==> src/rtl/alu_pipe.sv <==
// Pipelined ALU with valid/ready handshakes on both sides and a registered result.
// Optional iterative signed multiply on arithmetic opcode 111, enabled by `define ALU_PIPE_MUL_EN.
module alu_pipe #(
  parameter int WIDTH = 4
) (
  input  logic               clk,
  input  logic               rst,
  input  logic               in_valid,
  output logic               in_ready,
  input  logic [WIDTH-1:0]   a,
  input  logic [WIDTH-1:0]   b,
  input  logic [3:0]         sel,
  output logic               out_valid,
  input  logic               out_ready,
  output logic [2*WIDTH-1:0] y,
  output logic               zero,
  output logic               neg,
  output logic               busy
);

  localparam int W2 = 2 * WIDTH;
  localparam logic [W2-1:0] ONE = {{(W2-1){1'b0}}, 1'b1};

`ifdef ALU_PIPE_MUL_EN
  typedef enum logic {IDLE, MUL} state_t;
  localparam int CW = $clog2(WIDTH);
  localparam logic [CW-1:0] LAST = CW'(WIDTH - 1);

  logic [W2-1:0]    acc_q, acc_d;
  logic [W2-1:0]    mcand_q, mcand_d;
  logic [WIDTH-1:0] mplier_q, mplier_d;
  logic [CW-1:0]    cnt_q, cnt_d;
  logic             is_mul;
  logic             mul_last;
`else
  typedef enum logic {IDLE} state_t;
`endif

  state_t         state_q, state_d;
  logic [W2-1:0]  y_q, y_d;
  logic           zero_q, zero_d;
  logic           neg_q, neg_d;
  logic           out_valid_q, out_valid_d;
  logic [W2-1:0]  a_ext, b_ext, alu_res;
  logic           accept, out_xfer, load_alu;

  assign a_ext = {{WIDTH{a[WIDTH-1]}}, a};
  assign b_ext = {{WIDTH{b[WIDTH-1]}}, b};

  always_comb begin
    alu_res = '0;
    if (!sel[3]) begin
      case (sel[2:0])
        3'd0: alu_res = a_ext + ONE;
        3'd1: alu_res = a_ext - ONE;
        3'd2: alu_res = a_ext << 2;
        3'd3: alu_res = b_ext + ONE;
        3'd4: alu_res = b_ext - ONE;
        3'd5: alu_res = b_ext << 1;
        3'd6: alu_res = a_ext + b_ext;
        3'd7: alu_res = a_ext << 2;
        default: alu_res = '0;
      endcase
    end else begin
      case (sel[2:0])
        3'd0: alu_res = ~a_ext;
        3'd1: alu_res = ~b_ext;
        3'd2: alu_res = a_ext & b_ext;
        3'd3: alu_res = a_ext | b_ext;
        3'd4: alu_res = a_ext ^ b_ext;
        3'd5: alu_res = ~(a_ext ^ b_ext);
        3'd6: alu_res = ~(a_ext & b_ext);
        3'd7: alu_res = ~(a_ext + b_ext);
        default: alu_res = '0;
      endcase
    end
  end

  // FSM outputs; reset masks the handshake and status outputs immediately.
  always_comb begin
    in_ready  = !rst && (state_q == IDLE) && (!out_valid_q || out_ready);
    out_valid = out_valid_q && !rst;
    busy      = 1'b0;
`ifdef ALU_PIPE_MUL_EN
    busy      = !rst && (state_q == MUL);
`endif
  end

  assign accept   = in_valid && in_ready;
  assign out_xfer = out_valid && out_ready;

`ifdef ALU_PIPE_MUL_EN
  assign is_mul   = (sel == 4'b0111);
  assign mul_last = (state_q == MUL) && (cnt_q == LAST);
  assign load_alu = accept && !is_mul;
`else
  assign load_alu = accept;
`endif

  always_comb begin
    state_d = state_q;
`ifdef ALU_PIPE_MUL_EN
    case (state_q)
      IDLE: if (accept && is_mul) state_d = MUL;
      MUL:  if (mul_last) state_d = IDLE;
    endcase
`endif
  end

  always_comb begin
    y_d         = y_q;
    out_valid_d = out_xfer ? 1'b0 : out_valid_q;
`ifdef ALU_PIPE_MUL_EN
    acc_d    = acc_q;
    mcand_d  = mcand_q;
    mplier_d = mplier_q;
    cnt_d    = cnt_q;
    if (accept && is_mul) begin
      acc_d    = '0;
      mcand_d  = a_ext;
      mplier_d = b;
      cnt_d    = '0;
    end
    // Shift-add over the WIDTH bits of b; the sign bit carries weight -2^(WIDTH-1).
    if (state_q == MUL) begin
      if (mplier_q[0]) acc_d = mul_last ? (acc_q - mcand_q) : (acc_q + mcand_q);
      mcand_d  = mcand_q << 1;
      mplier_d = mplier_q >> 1;
      cnt_d    = cnt_q + 1'b1;
      if (mul_last) begin
        y_d         = acc_d;
        out_valid_d = 1'b1;
      end
    end
`endif
    if (load_alu) begin
      y_d         = alu_res;
      out_valid_d = 1'b1;
    end
    zero_d = (y_d == '0);
    neg_d  = y_d[W2-1];
  end

  always_ff @(posedge clk) begin
    if (rst) begin
      state_q     <= IDLE;
      y_q         <= '0;
      zero_q      <= 1'b1;
      neg_q       <= 1'b0;
      out_valid_q <= 1'b0;
`ifdef ALU_PIPE_MUL_EN
      acc_q       <= '0;
      mcand_q     <= '0;
      mplier_q    <= '0;
      cnt_q       <= '0;
`endif
    end else begin
      state_q     <= state_d;
      y_q         <= y_d;
      zero_q      <= zero_d;
      neg_q       <= neg_d;
      out_valid_q <= out_valid_d;
`ifdef ALU_PIPE_MUL_EN
      acc_q       <= acc_d;
      mcand_q     <= mcand_d;
      mplier_q    <= mplier_d;
      cnt_q       <= cnt_d;
`endif
    end
  end

  assign y    = y_q;
  assign zero = zero_q;
  assign neg  = neg_q;

endmodule

==> config.mk <==
export PLATFORM = sky130hd
export DESIGN_NAME = alu_pipe
export DESIGN_NICKNAME = d
export VERILOG_FILES = /design/src/rtl/alu_pipe.sv
export SDC_FILE = /design/constraint.sdc
export NUM_CORES = 1
export LEC_CHECK = 0
export ABC_AREA = 1
export BUFFER_PORTS_ARGS = -buffer_cell sky130_fd_sc_hd__buf_2
export CAP_MARGIN = 20
export CORE_MARGIN = 2
export CORE_UTILIZATION = 56
export DETAILED_ROUTE_END_ITERATION = 10
export PLACE_DENSITY = 0.82
export REMOVE_ABC_BUFFERS = 1
export SYNTH_ARGS = -nofsm -noshare
export SYNTH_HDL_FRONTEND = slang
export SYNTH_SLANG_ARGS = --single-unit
==> constraint.sdc <==
create_clock -name clk -period 1.95 [get_ports clk]
set_clock_uncertainty 0.2 [all_clocks]
set_input_delay 0.0975 -clock clk [delete_from_list [all_inputs] [get_ports clk]]
set_output_delay 0.0975 -clock clk [all_outputs]
set_load 0.05 [all_outputs]
==> results of run 1 <==
==> per-stage QoR <==
step | utilization | power (W) | hold WS (ns) | TNS [ns]
after floorplan | - | 0.000498 | -0.0334 | -1.25
final | 0.745 | 0.000817 | 0.144 | 0
after global placement | 0.715 | 0.000653 | 0.122 | -0.410
after detailed placement | 0.715 | 0.000656 | 0.137 | -0.426
after CTS | 0.736 | 0.000799 | 0.130 | 0
after global routing | 0.745 | 0.000870 | 0.158 | 0
==> synth_stat cells, drive strengths merged <==
master	n	area (µm²)
nand2	75	289
nor2	40	175
nand3	36	190
inv	31	119
o21ai	16	80.1
a21oi	14	73.8
ha	12	150
dfxtp	10	200
nand4	9	56.3
buf	5	45.0
nor3	3	15.0
or2	3	18.8
o21bai	2	15.0
xor2	2	17.5
clkbuf	1	3.75
clkinv	1	3.75
conb	1	3.75
fa	1	20.0
o211ai	1	7.51
==> registers in the layout (all words and copies together) (netlist names) <==
signal	count
out_valid_q	1
zero	1
y	8
==> per-layer routing <==
layer | global-route usage | up-vias
li1 | - | 955
met1 | 0.468 | 839
met2 | 0.469 | 109
met3 | 0.0375 | 5
met4 | 0.0488 | 0
met5 | 0 | -
==> where the power goes <==
part | internal, W | switching [W] | leakage [nW]
logic | 0.000161 | 0.000290 | 0.941
registers | 0.000219 | 0.00000757 | 0.0823
clock network | 0.0000712 | 0.0000684 | 0.0138
==> critical path: cells and delay by family <==
kind / cells / cell delay, ns
and+or+nand+nor: 8 / 0.71
AOI/OAI and AO/OA: 1 / 0.12
buffers and inverters: 3 / 0.89
==> timing repair <==
action,in CTS,in global routing
setup endpoints to repair,0,1
hold buffers,3,0
setup buffers,0,1
gates resized for setup,0,8
hold endpoints to repair,10,0
==> path summary, 6_finish.rpt <==
check | startpoint | slack, ns | cells after the start | to
worst max-delay path | rst | 0.14 | 12 | zero
worst min-delay path | sel[3] | 0.14 | 4 | y[3]
worst max register to register | out_valid_q | 0.28 | 11 | zero
worst min register to register | y[6] | 0.32 | 2 | y[6]
==> placed cells by master, fill, tap and decap left out, drive strengths merged <==
master       Yosys  routed
nand2           75      75
buf              5      52
nor2            40      40
nand3           36      36
inv             31      31
o21ai           16      16
a21oi           14      14
ha              12      12
dfxtp           10      10
nand4            9       9
or2              3       3
nor3             3       3
clkbuf           1       3
dlygate4sd3      0       3
xor2             2       2
o21bai           2       2
clkinv           1       1
o211ai           1       1
fa               1       1
conb             1       1
==> cell families after synthesis <==
family                     after synthesis  synth area share
AOI/OAI and AO/OA                       33             0.119
xor gates and xnor gates                 2            0.0118
adders and majority gates               13             0.115
buffers and inverters                   38             0.116
DFF                                     10             0.135
other                                    1           0.00253
and+or+nand+nor                        166             0.502
==> layout make-up <==
| cell class | instances | area (µm²) | share of cell area |
|---|---|---|---|
| Inverter | 32 | 123 | 0.0658 |
| Clock buffer | 3 | 22.5 | 0.0121 |
| Timing Repair Buffer | 55 | 355 | 0.191 |
| Sequential cell | 10 | 200 | 0.107 |
| Tap cell | 30 | 37.5 | 0.0201 |
| Multi-Input combinational cell | 215 | 1120 | 0.604 |
==> implementation parameters, run 1 <==
Parameter                              Value

Detailed routing
  Final antenna-violating net count ... 0
  Number of design-rule violations left by the first detailed-router iteration ... 164
  Routed WL ... 4700 µm
  Number of vias after detailed routing ... 1,908
  Routed WL per cell ... 13.6 µm
  Routed wl met3 ... 506 µm
  Routed met2 length ... 2010 µm
  Detail-routed via count per cell ... 5.53
  Highest layer used for signal routing ... met4
  Final routed DRC violation total ... 0
  Met1 Wirelength ... 2150 µm
  DR pass1 iterations ... 6

Clock network
  TritonCTS clock tree ... done
  Number of sinks driven by the clock tree ... 10
  Clock tree root driver cell ... sky130_fd_sc_hd__clkbuf_4
  Max clock buf depth ... 2
  Clock slew at reported path FFs ... 0.06 ns
  Number of buffers inserted during clock tree synthesis ... 3
  Maximum level of the CTS H-tree ... 1
  Clock insertion delay at the later pin of the skew report ... 0.26 ns

Floorplan
  Number of top-level pins ... 29
  Horiz. Die Dim ... 55.5 µm
  Placement row count ... 18
  Total core area ... 2500 µm²
  Initial standard-cell utilization of the core ... 0.594
  DIE AREA ... 3080 µm²
  Die extent in y ... 55.5 µm

Critical path
  List of cells traversed by the critical path ... dlygate4sd3_1 > buf_4 > nor2_2 > nand2_1 > buf_4 > a21oi_1 > nand2_1 > nand2_1 > nand2_1 > nor2_1 > nand2_1 > nand2_1
  Maximum single-stage delay on the critical path ... 0.54 ns
  Required time of the critical path ... 1.96 ns
  Worst path slowest cell ... sky130_fd_sc_hd__dlygate4sd3_1
  Critical path type ... in -> reg
  Critical Path Source Type ... input pin
  CP Capture Type ... flop
  CP Max Fanout ... 12
  Arrival time of the worst setup path ... approximately 1.8 ns
  Cell repeated most along the worst path ... sky130_fd_sc_hd__nand2_1

Global routing
  Wire length of the first global-routing pass ... 7690 µm
  Vias in the first global route ... 1,680
  Global route overflow ... 0
  Pin count of the biggest net entering global routing ... 14
  GRT Total Usage ... 0.308
  Initial antenna violation count ... 0

Run
  Maximum Capacitance Violations ... 0

Place
  DP Area ... 1790 µm²
  Port Buffers ... 27
  Worst Setup Slack post-DPL ... -0.127 ns
  Placed cell count ... between 300 and 400
  Final weighted congestion of routability-driven global placement ... 0.981
  HPWL after detailed placement ... between 3000 and 4000 µm

Cells and area
  Final instance area ... 1860 µm²
  Fill cell count ... 224
  Final Net Count ... 346
  Layout Cells excl Fill ... 345
  Number of antenna repair diodes ... 0
  Share of cells above drive strength 1 ... 0.251
  Synth-to-layout area growth ... 25.5%

Logic synthesis
  Synthesized area per cell ... 5.64 µm²
  Flop and latch count out of synthesis ... 10
  Cells after synthesis ... around 260
  Summed instance area of the synthesized netlist ... approximately 1500 µm²
  Post-synthesis cell type count ... 28
  Synth warnings ... 0
  Portion of the post-synthesis area used by sequential elements ... 0.135

STA
  Unrepaired setup endpoints after global routing ... no
  Final worst slack ... 0.137 ns
  Final cycle utilization of the critical path ... 0.929
  Endpoints failing setup ... 0
  Final Hold Violating Endpoints ... 0
  Max Transition Viols Final ... 0
  Achievable frequency ... 552 MHz
  Tmin final ... 1.81 ns

Power and ir drop
  Power per unit of standard cell area ... 438 nW/µm²
  Leakage component of the power ... 1.04 nW
  Worst ir drop on vdd ... 627 µV

Worst hold path
  Worst min path class ... in -> reg

Run status
  Run status ... finished, final reports clean
Note: power is estimated with default switching activity, not from simulation.
==> run 2: changes to the inputs <==
CORE_UTILIZATION = 42   (was 56)
PLACE_DENSITY = 0.64   (was 0.82)
==> implementation parameters, run 2 (synthesized netlist as in run 1, its figures left out) <==
Parameter                              Value

Global routing
  Global routing's busiest layer ... met2
  GRT met3 Usage ... 0.0375
  Global route overflow ... 0
  Global routing met2 resource utilization ... 0.364
  Wire length of the first global-routing pass ... around 8000 µm
  Vias in the first global route ... 1,723
  Initial antenna violation count ... 0
  GRT Total Usage ... 0.242
  Grt met1 use ... 0.361
  Pin count of the biggest net entering global routing ... 14

Floorplan
  Die extent in y ... 63.4 µm
  Horiz. Die Dim ... between 60 and 70 µm
  Number of top-level pins ... 29
  Placement row count ... 21
  Total core area ... between 3000 and 4000 µm²
  Initial standard-cell utilization of the core ... 0.441
  DIE AREA ... 4020 µm²

Clock network
  Number of buffers inserted during clock tree synthesis ... 3
  Post-CTS Setup Bufs ... 0
  Max clock buf depth ... 2
  Clock insertion delay at the later pin of the skew report ... 0.26 ns
  Number of sinks driven by the clock tree ... 10
  TritonCTS clock tree ... done
  Clock tree root driver cell ... sky130_fd_sc_hd__clkbuf_4
  Clock slew at reported path FFs ... 0.06 ns
  Maximum level of the CTS H-tree ... 1

Power and ir drop
  Power per unit of standard cell area ... 449 nW/µm²
  Leakage component of the power ... 1.04 nW
  Worst ir drop on vdd ... 589 µV

Place
  Port Buffers ... 27
  Final weighted congestion of routability-driven global placement ... 0.998
  HPWL after detailed placement ... approximately 3700 µm
  Worst Setup Slack post-DPL ... -0.137 ns
  Placed cell count ... between 300 and 400

Critical path
  Critical Path Source Type ... input pin
  R2R cell count ... 11
  Arrival time of the worst setup path ... 1.81 ns
  Critical path type ... in -> reg
  CP Max Fanout ... 12
  Required time of the critical path ... 1.96 ns
  CP Capture Type ... flop

Detailed routing
  Final antenna-violating net count ... 0
  Detail-routed via count per cell ... 5.25
  Final routed DRC violation total ... 0
  Routed WL ... 4600 µm
  Number of vias after detailed routing ... 1,890
  Routed WL per cell ... 12.8 µm
  Number of design-rule violations left by the first detailed-router iteration ... 150
  DR pass1 iterations ... 4

STA
  Tmin final ... ~1.8 ns
  Final cycle utilization of the critical path ... 0.925
  Final worst slack ... 0.146 ns
  Endpoints failing setup ... 0
  Unrepaired setup endpoints after global routing ... no
  Final Hold Slack ... 0.128 ns
  Final Hold Violating Endpoints ... 0
  Achievable frequency ... 554 MHz
  Max Transition Viols Final ... 0

Cells and area
  Synth-to-layout area growth ... 27.6%
  Sequential cell area ... 200 µm²
  Commonest cells after routing, fill and taps aside ... sky130_fd_sc_hd__nand2_1, sky130_fd_sc_hd__nor2_1, sky130_fd_sc_hd__nand3_1
  Share of cells above drive strength 1 ... 0.239
  Number of flip-flops in the largest register ... 8
  Leading cell type in the layout, fill and taps excluded ... sky130_fd_sc_hd__nand2_1
  Number of antenna repair diodes ... 0
  Fill cell count ... 378
  Layout Cells excl Fill ... 360
  Post-route core utilization ... 0.563
  Area occupied by multi-input gates ... 1120 µm²
  Final Net Count ... 344

Worst hold path
  Cells on Worst Hold Path ... 4
  Worst min path class ... in -> reg

Run status
  Run status ... finished, final reports clean

Run
  Maximum Capacitance Violations ... 0
-- run 2: changes by cell type in the layout (fill, tap and decap cells not counted), sizes merged --
cell    previous run  this run
buf               52        49
clkbuf             3         5
-- run 2: area by class of cell --
type	count	share of cell area
clock buffer	4	0.0192
inverter	32	0.0648
multi-input combinational	215	0.594
sequential	10	0.106
tap	46	0.0304
timing repair buffer	53	0.186
-- run 2: worst paths after layout --
| kind | start | endpoint | slack, ns |
|---|---|---|---|
| worst max-delay path | rst | zero | 0.15 |
| worst min-delay path | sel[3] | y[3] | 0.13 |
| worst max register to register | out_valid_q | zero | 0.24 |
| worst min register to register | y[6] | y[6] | 0.30 |
-- run 2: metal layers --
| layer | share of wire | vias up |
|---|---|---|
| li1 | - | 959 |
| met1 | 0.47 | 832 |
| met2 | 0.42 | 95 |
| met3 | 0.10 | 4 |
| met4 | 0.0054 | 0 |
| met5 | 0 | - |
-- run 2: power by group --
part,switching [W],leakage (nW),internal (W),total [W]
Sequential,0.00000680,0.0823,0.000219,0.000226
Combinational,0.000286,0.940,0.000157,0.000443
Clock,0.0000679,0.0210,0.000113,0.000181
-- run 2: per-stage QoR --
stage          setup TNS (ns)  power [W]  cell area [µm²]
2_1_floorplan           -1.25   0.000498             1440
3_3_place_gp           -0.297   0.000657             1810
3_5_place_dp           -0.244   0.000655             1810
4_1_cts                     0   0.000847             1880
5_1_grt                     0   0.000917             1890
6_report                    0   0.000850             1890
-- run 2: repair_timing --
action	4_1_cts	5_1_grt
setup endpoints to repair	0	1
endpoints found under the hold margin	10	0
resized for setup	0	4
hold buffers	3	0
-- run 2: critical path: stages --
cell and delay [ns]:
sky130_fd_sc_hd__dlygate4sd3_1 0.54, sky130_fd_sc_hd__clkbuf_4 0.21, sky130_fd_sc_hd__nor2_1 0.08, sky130_fd_sc_hd__nand2_1 0.07
sky130_fd_sc_hd__inv_1 0.13, sky130_fd_sc_hd__or2_2 0.30, sky130_fd_sc_hd__nand2_1 0.09, sky130_fd_sc_hd__nand3_1 0.09
sky130_fd_sc_hd__nor2_1 0.10, sky130_fd_sc_hd__nand2_1 0.06, sky130_fd_sc_hd__nand2_1 0.04
